`src/rtl/tdot_pkg.sv`:
```
// tdot_pkg: shared width, timing constants, FSM state and operand types for the streaming dot-product wrapper
package tdot_pkg;
  localparam int DATA_W = 8;
  localparam int DP_LATENCY = 5;
  localparam int RST_CYCLES = 3;
  typedef enum logic {INIT, RUN} state_t;
  typedef struct packed {
    logic [DATA_W-1:0] a0, a1, a2, b0, b1, b2, c;
  } vec_t;
  typedef struct packed {
    logic [DATA_W-1:0] a, b;
  } term_t;
endpackage

```
`src/rtl/tdot_rsp_fifo.sv`:
```
// tdot_rsp_fifo: show-ahead sync FIFO, DEPTH x DATA_W; push_i/din_i write, pop_i drops head, dout_o head (0 when empty), count_o entries; async reset
module tdot_rsp_fifo import tdot_pkg::*; #(
  parameter int DEPTH = 8
) (
  input  logic                       clk,
  input  logic                       reset,
  input  logic                       push_i,
  input  logic                       pop_i,
  input  logic [DATA_W-1:0]          din_i,
  output logic [DATA_W-1:0]          dout_o,
  output logic [$clog2(DEPTH+1)-1:0] count_o
);
  localparam int AW = DEPTH > 1 ? $clog2(DEPTH) : 1;
  localparam int CW = $clog2(DEPTH + 1);
  localparam logic [AW-1:0] LAST = AW'(DEPTH - 1);
  logic [DATA_W-1:0] mem_q [DEPTH];
  logic [AW-1:0] wr_q, wr_d, rd_q, rd_d;
  logic [CW-1:0] count_q, count_d;
  always_comb begin
    wr_d = push_i ? (wr_q == LAST ? '0 : wr_q + AW'(1)) : wr_q;
    rd_d = pop_i ? (rd_q == LAST ? '0 : rd_q + AW'(1)) : rd_q;
    count_d = count_q + CW'(push_i) - CW'(pop_i);
  end
  always_ff @(posedge clk or posedge reset)
    if (reset) begin
      wr_q <= '0;
      rd_q <= '0;
      count_q <= '0;
    end else begin
      wr_q <= wr_d;
      rd_q <= rd_d;
      count_q <= count_d;
    end
  always_ff @(posedge clk)
    if (push_i) mem_q[wr_q] <= din_i;
  assign dout_o = count_q != '0 ? mem_q[rd_q] : '0;
  assign count_o = count_q;
endmodule

```
`src/rtl/top.sv`:
```
// top: cascaded 3-term DSP dot-product y = a0*b0 + a1*b1 + a2*b2 + c (mod 2^8); a1/b1 and a2/b2 arrive 1 and 2 cycles after a0/b0/c; y 5 cycles after a0/b0/c; sync rst, clock enable en
module top import tdot_pkg::*; (
  input  logic              clk,
  input  logic              rst,
  input  logic              en,
  input  logic [DATA_W-1:0] a0,
  input  logic [DATA_W-1:0] a1,
  input  logic [DATA_W-1:0] a2,
  input  logic [DATA_W-1:0] b0,
  input  logic [DATA_W-1:0] b1,
  input  logic [DATA_W-1:0] b2,
  input  logic [DATA_W-1:0] c,
  output logic [DATA_W-1:0] y
);
  logic [DATA_W-1:0] a0_q, b0_q, c_q, a1_q, b1_q, a2_q, b2_q, p0_q, p1_q, p2_q, y_q;
  always_ff @(posedge clk)
    if (rst) begin
      {a0_q, b0_q, c_q, a1_q, b1_q, a2_q, b2_q} <= '0;
      {p0_q, p1_q, p2_q, y_q} <= '0;
    end else if (en) begin
      {a0_q, b0_q, c_q} <= {a0, b0, c};
      {a1_q, b1_q} <= {a1, b1};
      {a2_q, b2_q} <= {a2, b2};
      p0_q <= a0_q * b0_q + c_q;
      p1_q <= p0_q + a1_q * b1_q;
      p2_q <= p1_q + a2_q * b2_q;
      y_q <= p2_q;
    end
  assign y = y_q;
endmodule

```
`src/rtl/tdot_stream.sv`:
```
// tdot_stream: ready/valid wrapper around the dot-product datapath; in_valid/in_ready + a0..c in, out_valid/out_ready + y out, busy while INIT or results in flight/buffered
module tdot_stream import tdot_pkg::*; #(
  parameter int DEPTH = 8
) (
  input  logic              clk,
  input  logic              reset,
  input  logic              in_valid,
  output logic              in_ready,
  input  logic [DATA_W-1:0] a0,
  input  logic [DATA_W-1:0] a1,
  input  logic [DATA_W-1:0] a2,
  input  logic [DATA_W-1:0] b0,
  input  logic [DATA_W-1:0] b1,
  input  logic [DATA_W-1:0] b2,
  input  logic [DATA_W-1:0] c,
  output logic              out_valid,
  input  logic              out_ready,
  output logic [DATA_W-1:0] y,
  output logic              busy
);
  localparam int OW = $clog2(DEPTH + 1);
  localparam logic [OW-1:0] DEPTH_C = OW'(DEPTH);
  localparam logic [3:0] CNT_LAST = 4'(RST_CYCLES - 1);
  state_t state_q, state_d;
  logic [3:0] cnt_q, cnt_d;
  logic [OW-1:0] occ_q, occ_d, fifo_count;
  logic [DP_LATENCY-1:0] vld_q, vld_d;
  term_t s1_q, s1_d, s2a_q, s2a_d, s2b_q, s2b_d;
  logic accept, pop, dp_rst;
  logic [DATA_W-1:0] y_dp;
  // occupancy counts launched-but-unpopped results, so a credit here always guarantees a FIFO slot
  assign in_ready = state_q == RUN && occ_q < DEPTH_C;
  assign accept = in_valid & in_ready;
  assign out_valid = fifo_count != '0;
  assign pop = out_valid & out_ready;
  assign dp_rst = state_q == INIT;
  assign busy = !reset && (state_q == INIT || occ_q != '0);
  always_comb begin
    state_d = (state_q == INIT && cnt_q == CNT_LAST) ? RUN : state_q;
    cnt_d = state_q == INIT ? cnt_q + 4'd1 : cnt_q;
    s1_d = accept ? {a1, b1} : '0;
    s2a_d = accept ? {a2, b2} : '0;
    s2b_d = s2a_q;
    vld_d = {vld_q[DP_LATENCY-2:0], accept};
    occ_d = occ_q + OW'(accept) - OW'(pop);
  end
  always_ff @(posedge clk or posedge reset)
    if (reset) begin
      state_q <= INIT;
      cnt_q <= '0;
      vld_q <= '0;
      occ_q <= '0;
      s1_q <= '0;
      s2a_q <= '0;
      s2b_q <= '0;
    end else begin
      state_q <= state_d;
      cnt_q <= cnt_d;
      vld_q <= vld_d;
      occ_q <= occ_d;
      s1_q <= s1_d;
      s2a_q <= s2a_d;
      s2b_q <= s2b_d;
    end
  top u_dp (
    .clk(clk), .rst(dp_rst), .en(1'b1),
    .a0(a0), .b0(b0), .c(c),
    .a1(s1_q.a), .b1(s1_q.b),
    .a2(s2b_q.a), .b2(s2b_q.b),
    .y(y_dp)
  );
  tdot_rsp_fifo #(.DEPTH(DEPTH)) u_fifo (
    .clk(clk), .reset(reset),
    .push_i(vld_q[DP_LATENCY-1]), .pop_i(pop),
    .din_i(y_dp), .dout_o(y), .count_o(fifo_count)
  );
endmodule
```
`config.mk`:
```
export PLATFORM = sky130hd
export DESIGN_NAME = tdot_stream
export DESIGN_NICKNAME = d
export VERILOG_FILES = /design/src/rtl/tdot_pkg.sv /design/src/rtl/tdot_rsp_fifo.sv /design/src/rtl/top.sv /design/src/rtl/tdot_stream.sv
export SDC_FILE = /design/constraint.sdc
export NUM_CORES = 1
export LEC_CHECK = 0
export CAP_MARGIN = 25
export CORE_ASPECT_RATIO = 0.8
export CORE_MARGIN = 10
export CORE_UTILIZATION = 60
export CTS_BUF_LIST = sky130_fd_sc_hd__clkbuf_8 sky130_fd_sc_hd__clkbuf_16
export CTS_CLUSTER_SIZE = 12
export DETAILED_ROUTE_END_ITERATION = 8
export PLACE_DENSITY = 0.86
export RECOVER_POWER = 50
export SYNTH_ARGS = -nofsm -noshare
export SYNTH_HDL_FRONTEND = slang
export SYNTH_SLANG_ARGS = --single-unit
```
`constraint.sdc`:
```
create_clock -name clk -period 7.2 [get_ports clk]
set_input_delay 1.44 -clock clk [delete_from_list [all_inputs] [get_ports clk]]
set_output_delay 1.44 -clock clk [all_outputs]
set_load 0.05 [all_outputs]
```
==> impl_metrics.tcl, run 1 <==
set metrics [dict create \
    vdd_ir_drop_max_mv 0.211 \
    dr.pass1.iters 4 \
    setup_ws_ns 2.89 \
    maxCapViolations 0 \
    finalSetupTns_ns 0 \
    r2r_end "u_dp.p1_q[7]" \
    register_area_um2 5490 \
    grt_pass1_vias 6281 \
    fill_cells 1160 \
    cts.hold.buffers_added 0 \
    clk_path_buf_depth 3 \
    regToRegStartpoint "u_dp.b1_q[0]" \
    ys_warn_count 0 \
    worst_clock_skew_ns 0.00943 \
    antenna_found_initial 0 \
    finalHoldViolCount 0 \
    die_y_um 139 \
    outcome "completed" \
    cp-startpoint "u_fifo.rd_q[0]" \
    synth_nets 1043 \
    synth_xor_area_share_pct 5.20 \
    post_cts_buffers 0 \
    rsz0062_at_grt "false" \
    via_per_inst 5.01 \
    finalPower_uw 4300 \
    synth.area.top_cells "edfxtp_1 18%, dfrtp_1 17%, dfxtp_1 17%, fa_1 11%, ha_1 7.9%" \
    drv_slew 0 \
    drive_gt1_share_pct 6.28 \
    setup_viol 0 \
    min_path_type "register to register" \
    syn_avg_cell_area_um2 12.3 \
    start_util_pct 61.0 \
    synth_seq_area_share_pct 51.9 \
    synth_top_area_share_pct 18.2 \
    fin_area_um2 12200 \
    crit_required_ns 5.76 \
    core-area_um2 17300 \
    hpwlAfterDp_um 12900 \
    synthCells 860 \
    critPathKind "register to output port" \
    grt_pass1_wl_um 30300 \
    critPathLaunchType "register" \
    reg2reg_slack_ns 3.35 \
    synth_cell_types 35 \
    die_w_um 168 \
    n_antenna_cell 0 \
    drtIter0Drc 251 \
    min_period_ns 4.31 \
    final_core_utilization_pct 70.4 \
    pre_cts_slack_ns 2.89 \
    place.gp.congestion 0.855 \
    ys_seq_elements 224 \
    clock-sinks 224 \
    yosys-mux-area-fraction_pct 4.69 \
    cp_max_fo 11 \
    grt_use_total_pct 15.4 \
    synthSimpleGateAreaFrac_pct 13.3 \
    period_share_pct 59.9 \
    placed_cell_area_um2 11500 \
    reg2reg_depth 14 \
    root_buffer "clkbuf_16" \
    p_leak_uw 0.00558 \
    cts.clk_slew.worst_paths_ns 0.06 \
    multi_input_area_um2 4530 \
    cts_tree "built" \
    synth_top_area_cell "edfxtp_1" \
    dieArea_um2 23400 \
    grt-ovfl-total 0 \
    clk-insertion-delay-late_ns 0.50 \
    power.density_nw_per_um2 353 \
    via_count 5922 \
    drc_errors 0 \
    cts_buffers 23 \
    cp-end-kind "output port" \
    ios 71 \
    tightest_slew_ns 0.887 \
    crit_end "y[0]" \
    port_buffers 70 \
    wl_per_cell_um 15.0 \
    synth_compound_area_share_pct 1.12 \
    h-tree-depth 1 \
    fin_nets 1122 \
    synth_top_family_by_area "adder cells" \
    slew_headroom_pct 40.7 \
    routed_wl_um 17700 \
    grt_max_degree 95 \
    cp.arrival_ns 2.87 \
    fmax_mhz 232 \
    synthAdderAreaFrac_pct 18.5 \
    cts.repair.resized 0 \
    syn_to_final_growth_pct 15.4 \
    final_antenna_net_count 0 \
    rows 43 \
    synth_area_um2 10600 \
]
[kinds of logic (layout without fill, tap and decap cells)]
kind of cell | Yosys count | after routing
AND/OR/NAND/NOR | 260 | 260
flip-flops | 224 | 224
buffers and inverters | 144 | 240
adder cells (fa/ha/maj) | 123 | 123
XOR/XNOR | 61 | 61
multiplexers | 29 | 29
AO/OA/AOI/OAI | 19 | 19
[report_power, final]
| part | leakage [uW] | internal [uW] | switching [uW] |
|---|---|---|---|
| logic | 0.00295 | 678 | 725 |
| clock network | 0.000386 | 612 | 464 |
| registers | 0.00224 | 1610 | 211 |
| total | 0.00558 | 2900 | 1400 |
[routing by layer]
metal / up-vias / GRT usage [%] / share of wire [%]
li1: 2877 / - / -
met1: 2871 / 20.8 / 45
met2: 142 / 24.8 / 47
met3: 32 / 3.37 / 5.6
met4: 0 / 3.48 / 1.9
met5: - / 0 / 0
[final cells by class]
cell class              instances  share of cell area, %
repair buffers                 76                   6.22
inverters                     122                   3.75
multi-input cells             492                   37.2
well taps                     225                   2.31
clock buffers                  23                   4.72
clock inverters                19                  0.862
flip-flops and latches        224                   45.0
[stage by stage]
step                std cells  hold WS [ns]
finish                   1181         0.343
detailed placement       1138         0.335
global route             1181         0.359
CTS                      1180         0.346
floorplan                 860         0.331
global placement         1136         0.333
[cell usage after synthesis, drive strengths merged]
library cell  number
and2             124
inv              122
dfxtp             88
nand2             74
dfrtp             72
ha                67
edfxtp            64
fa                56
xnor2             49
and3              33
clkbuf            16
mux4              16
nor2              15
xor2              12
a21o               9
mux2i              9
a21oi              8
buf                6
nand2b             5
mux2               4
nor2b              3
nor3               3
a31oi              1
nand4b             1
nor3b              1
o21ai              1
or2                1
[placed cells by master (no fill, tap or decap), types with 2 or more instances in the layout]
cell / synthesis / final
edfxtp_1: 64 / 64
and3_1: 33 / 33
nand2_1: 73 / 73
nand2b_1: 5 / 5
a21o_1: 9 / 9
inv_1: 121 / 134
clkbuf_1: 16 / 2
and2_2: 2 / 2
a21oi_1: 8 / 8
clkdlybuf4s50_1: 0 / 60
buf_4: 1 / 3
fa_1: 56 / 56
dlygate4sd3_1: 0 / 10
clkinv_2: 0 / 2
clkbuf_16: 0 / 23
xnor2_1: 48 / 48
dfrtp_1: 72 / 71
mux2i_1: 9 / 9
ha_1: 67 / 67
mux4_2: 16 / 16
xor2_1: 11 / 11
and2_0: 0 / 30
and2_1: 122 / 92
nor3_1: 3 / 3
mux2_2: 4 / 4
nor2b_1: 3 / 3
dfxtp_1: 88 / 88
nor2_1: 15 / 15
inv_2: 1 / 2
[worst max-delay path, cell delays in order, from the launching register on]
cell	delay, ns
dfrtp_1	0.66
buf_16	0.22
mux4_2	0.51
mux2i_1	0.17
nor2_1	0.07
clkdlybuf4s50_1	0.72
[state kept, by name, indices dropped and copies added, names as in the netlist, 16 cells and up]
signal / count
s2b_q: 16
s2a_q: 16
u_fifo.mem_q: 64
s1_q: 16
[worst min-delay path by stage]
stage	startpoint	depth (start not counted)	endpoint	slack, ns
detailed placement	s2a_q[14]	0	s2b_q[14]	0.33
floorplan	s2a_q[0]	0	s2b_q[0]	0.33
global route	s2a_q[15]	0	s2b_q[15]	0.36
CTS	vld_q[2]	0	vld_q[3]	0.35
finish	vld_q[2]	0	vld_q[3]	0.34
global placement	s2a_q[15]	0	s2b_q[15]	0.33
Note: power is estimated with default switching activity, not from simulation.
==> run 2: changes to the inputs <==
- CORE_UTILIZATION: 60 -> 59
- PLACE_DENSITY: 0.86 -> 0.85
- clock period: 7.2 -> 4.06 ns (I/O delays scaled with it)
==> run 2 against run 1 <==
Power increased by 76%. Core utilization decreased by 0.66 points. Largest cell class unchanged. Critical path depth increased by 9. The run now ends with max-capacitance violations, max-slew violations left. Critical path type is now register to register. Cell count about the same.
==> impl_metrics.tcl, run 2 (same netlist as run 1, synthesis figures left out) <==
set metrics [dict create \
    outcome "finished with violations" \
    violations "max-capacitance violations, max-slew violations" \
    dpl.cell_count 1139 \
    fin_area_um2 12200 \
    cp_top_family "adder cells" \
    clock-sinks 224 \
    dieArea_um2 23700 \
    finalHoldViolCount 0 \
    dr.pass1.iters 5 \
    min_path_type "register to register" \
    wl_per_cell_um 14.7 \
    fill_cells 1201 \
    placed_cell_area_um2 11500 \
    power.density_nw_per_um2 620 \
    crit_top_cell "fa_1" \
    core-area_um2 17500 \
    n_antenna_cell 0 \
    critPathSlowestCell "fa_1" \
    fin_cells 1182 \
    reg2reg_depth 14 \
    grt_pass1_vias 6298 \
    power.internal_uw 5130 \
    root_buffer "clkbuf_16" \
    crit_chain "nand2_1 > fa_1 > inv_1 > fa_1 > ha_1 > inv_1 > fa_1 > inv_1 > fa_1 > a21o_1 > a21oi_1 > xnor2_1 > xnor2_1 > and2_1" \
    critPathLaunchType "register" \
    slowest_delay_ns 0.54 \
    period_share_pct 95.2 \
    regMostFlops "u_fifo.mem_q" \
    die_y_um 140 \
    fmax_mhz 259 \
    drv_slew 52 \
    hpwlAfterDp_um 12700 \
    min_delay_path_depth 0 \
    final_cell_mix "133 x inv_1, 113 x and2_1, 86 x dfxtp_1" \
    grt_use_total_pct 15.2 \
    setup_viol 0 \
    worst_clock_skew_ns 0.00876 \
    drtIter0Drc 357 \
    min_period_ns 3.87 \
    regToRegStartpoint "u_dp.a1_q[3]" \
    grt_max_degree 53 \
    cts.clk_slew.worst_paths_ns 0.06 \
    via_per_inst 4.95 \
    place.gp.congestion 0.894 \
    ios 71 \
    grt-ovfl-total 0 \
    maxCapViolations 1 \
    combPwrFrac_pct 33.0 \
    h-tree-depth 1 \
    crit_end "u_dp.p1_q[7]" \
    routed_wl_um 17400 \
    reg2reg_slack_ns 0.19 \
    cp-end-kind "register" \
    final_common_cell "inv_1" \
    port_buffers 70 \
    power_frac_seq_pct 42.3 \
    drive_gt1_share_pct 6.79 \
    clk_path_buf_depth 3 \
    cts.hold.buffers_added 0 \
    antenna_found_initial 0 \
    r2r_end "u_dp.p1_q[7]" \
    net-switching-power_uw 2420 \
    syn_to_final_growth_pct 15.3 \
    tightest_slew_ns 2.51 \
    crit_required_ns 4.44 \
    rsz0062_at_grt "false" \
    largest_reg_flops 64 \
    sw_frac_of_total_pct 32.1 \
    cp.arrival_ns 4.24 \
    clk-insertion-delay-late_ns 0.49 \
    die_w_um 170 \
    grt_pass1_wl_um 30100 \
    start_util_pct 60.5 \
    slew_headroom_pct -67.3 \
    vdd_ir_drop_max_mv 0.408 \
    power_frac_clock_pct 24.8 \
    cp-startpoint "u_dp.a1_q[3]" \
    cts_tree "built" \
    p_leak_uw 0.00559 \
    via_count 5854 \
    critPathKind "register to register" \
    final_antenna_net_count 0 \
    cp_max_fo 5 \
    drc_errors 0 \
    timing.hold.ws_ns 0.345 \
    fin_nets 1124 \
    crit_cells 14 \
    cts_buffers 23 \
    critical_path_buf_inv_count 3 \
    rows 43 \
    finalSetupTns_ns 0 \
]
## run 2: worst min-delay path by stage
stage               startpoint   endpoint
detailed placement   s2a_q[11]  s2b_q[11]
global placement      vld_q[2]   vld_q[3]
CTS                   s2a_q[2]   s2b_q[2]
global route          s2a_q[3]   s2b_q[3]
floorplan             s2a_q[0]   s2b_q[0]
finish                vld_q[2]   vld_q[3]
## run 2: through the flow
step / total power, uW / utilization (%) / setup WS [ns]
finish: 7560 / 69.7 / 0.195
global route: 8100 / 69.7 / 0.00455
CTS: 7670 / 69.7 / 0.159
detailed placement: 5730 / 65.8 / 0.197
global placement: 5610 / 65.8 / 0.325
floorplan: 5080 / - / 0.430
## run 2: power groups by stage
stage,logic (uW),registers (uW),clock network (uW)
detailed placement,2500,3230,0
finish,2490,3190,1870
global placement,2410,3200,0
floorplan,2000,3080,0
global route,2830,3260,2010
CTS,2540,3200,1930
## run 2: metal layers
| layer | track usage (%) | routed length [um] | vias up |
|---|---|---|---|
| li1 | - | - | 2887 |
| met1 | 20.5 | 8010 | 2801 |
| met2 | 24.8 | 8180 | 137 |
| met3 | 2.83 | 813 | 29 |
| met4 | 3.92 | 363 | 0 |
| met5 | 0 | 0 | - |
## run 2: cell type report
type | count | area (um^2) | share of cell area (%)
clock inverters | 14 | 55.1 | 0.451
well taps | 225 | 282 | 2.31
multi-input cells | 492 | 4530 | 37.2
clock buffers | 27 | 631 | 5.17
repair buffers | 78 | 751 | 6.16
flip-flops and latches | 224 | 5490 | 45.0
inverters | 122 | 458 | 3.76
## run 2: timing repair
item                                    in CTS  in global routing
resized for setup                            0                  2
setup buffers                                0                  0
endpoints found under the setup margin       0                  1
endpoints found under the hold margin        0                  0
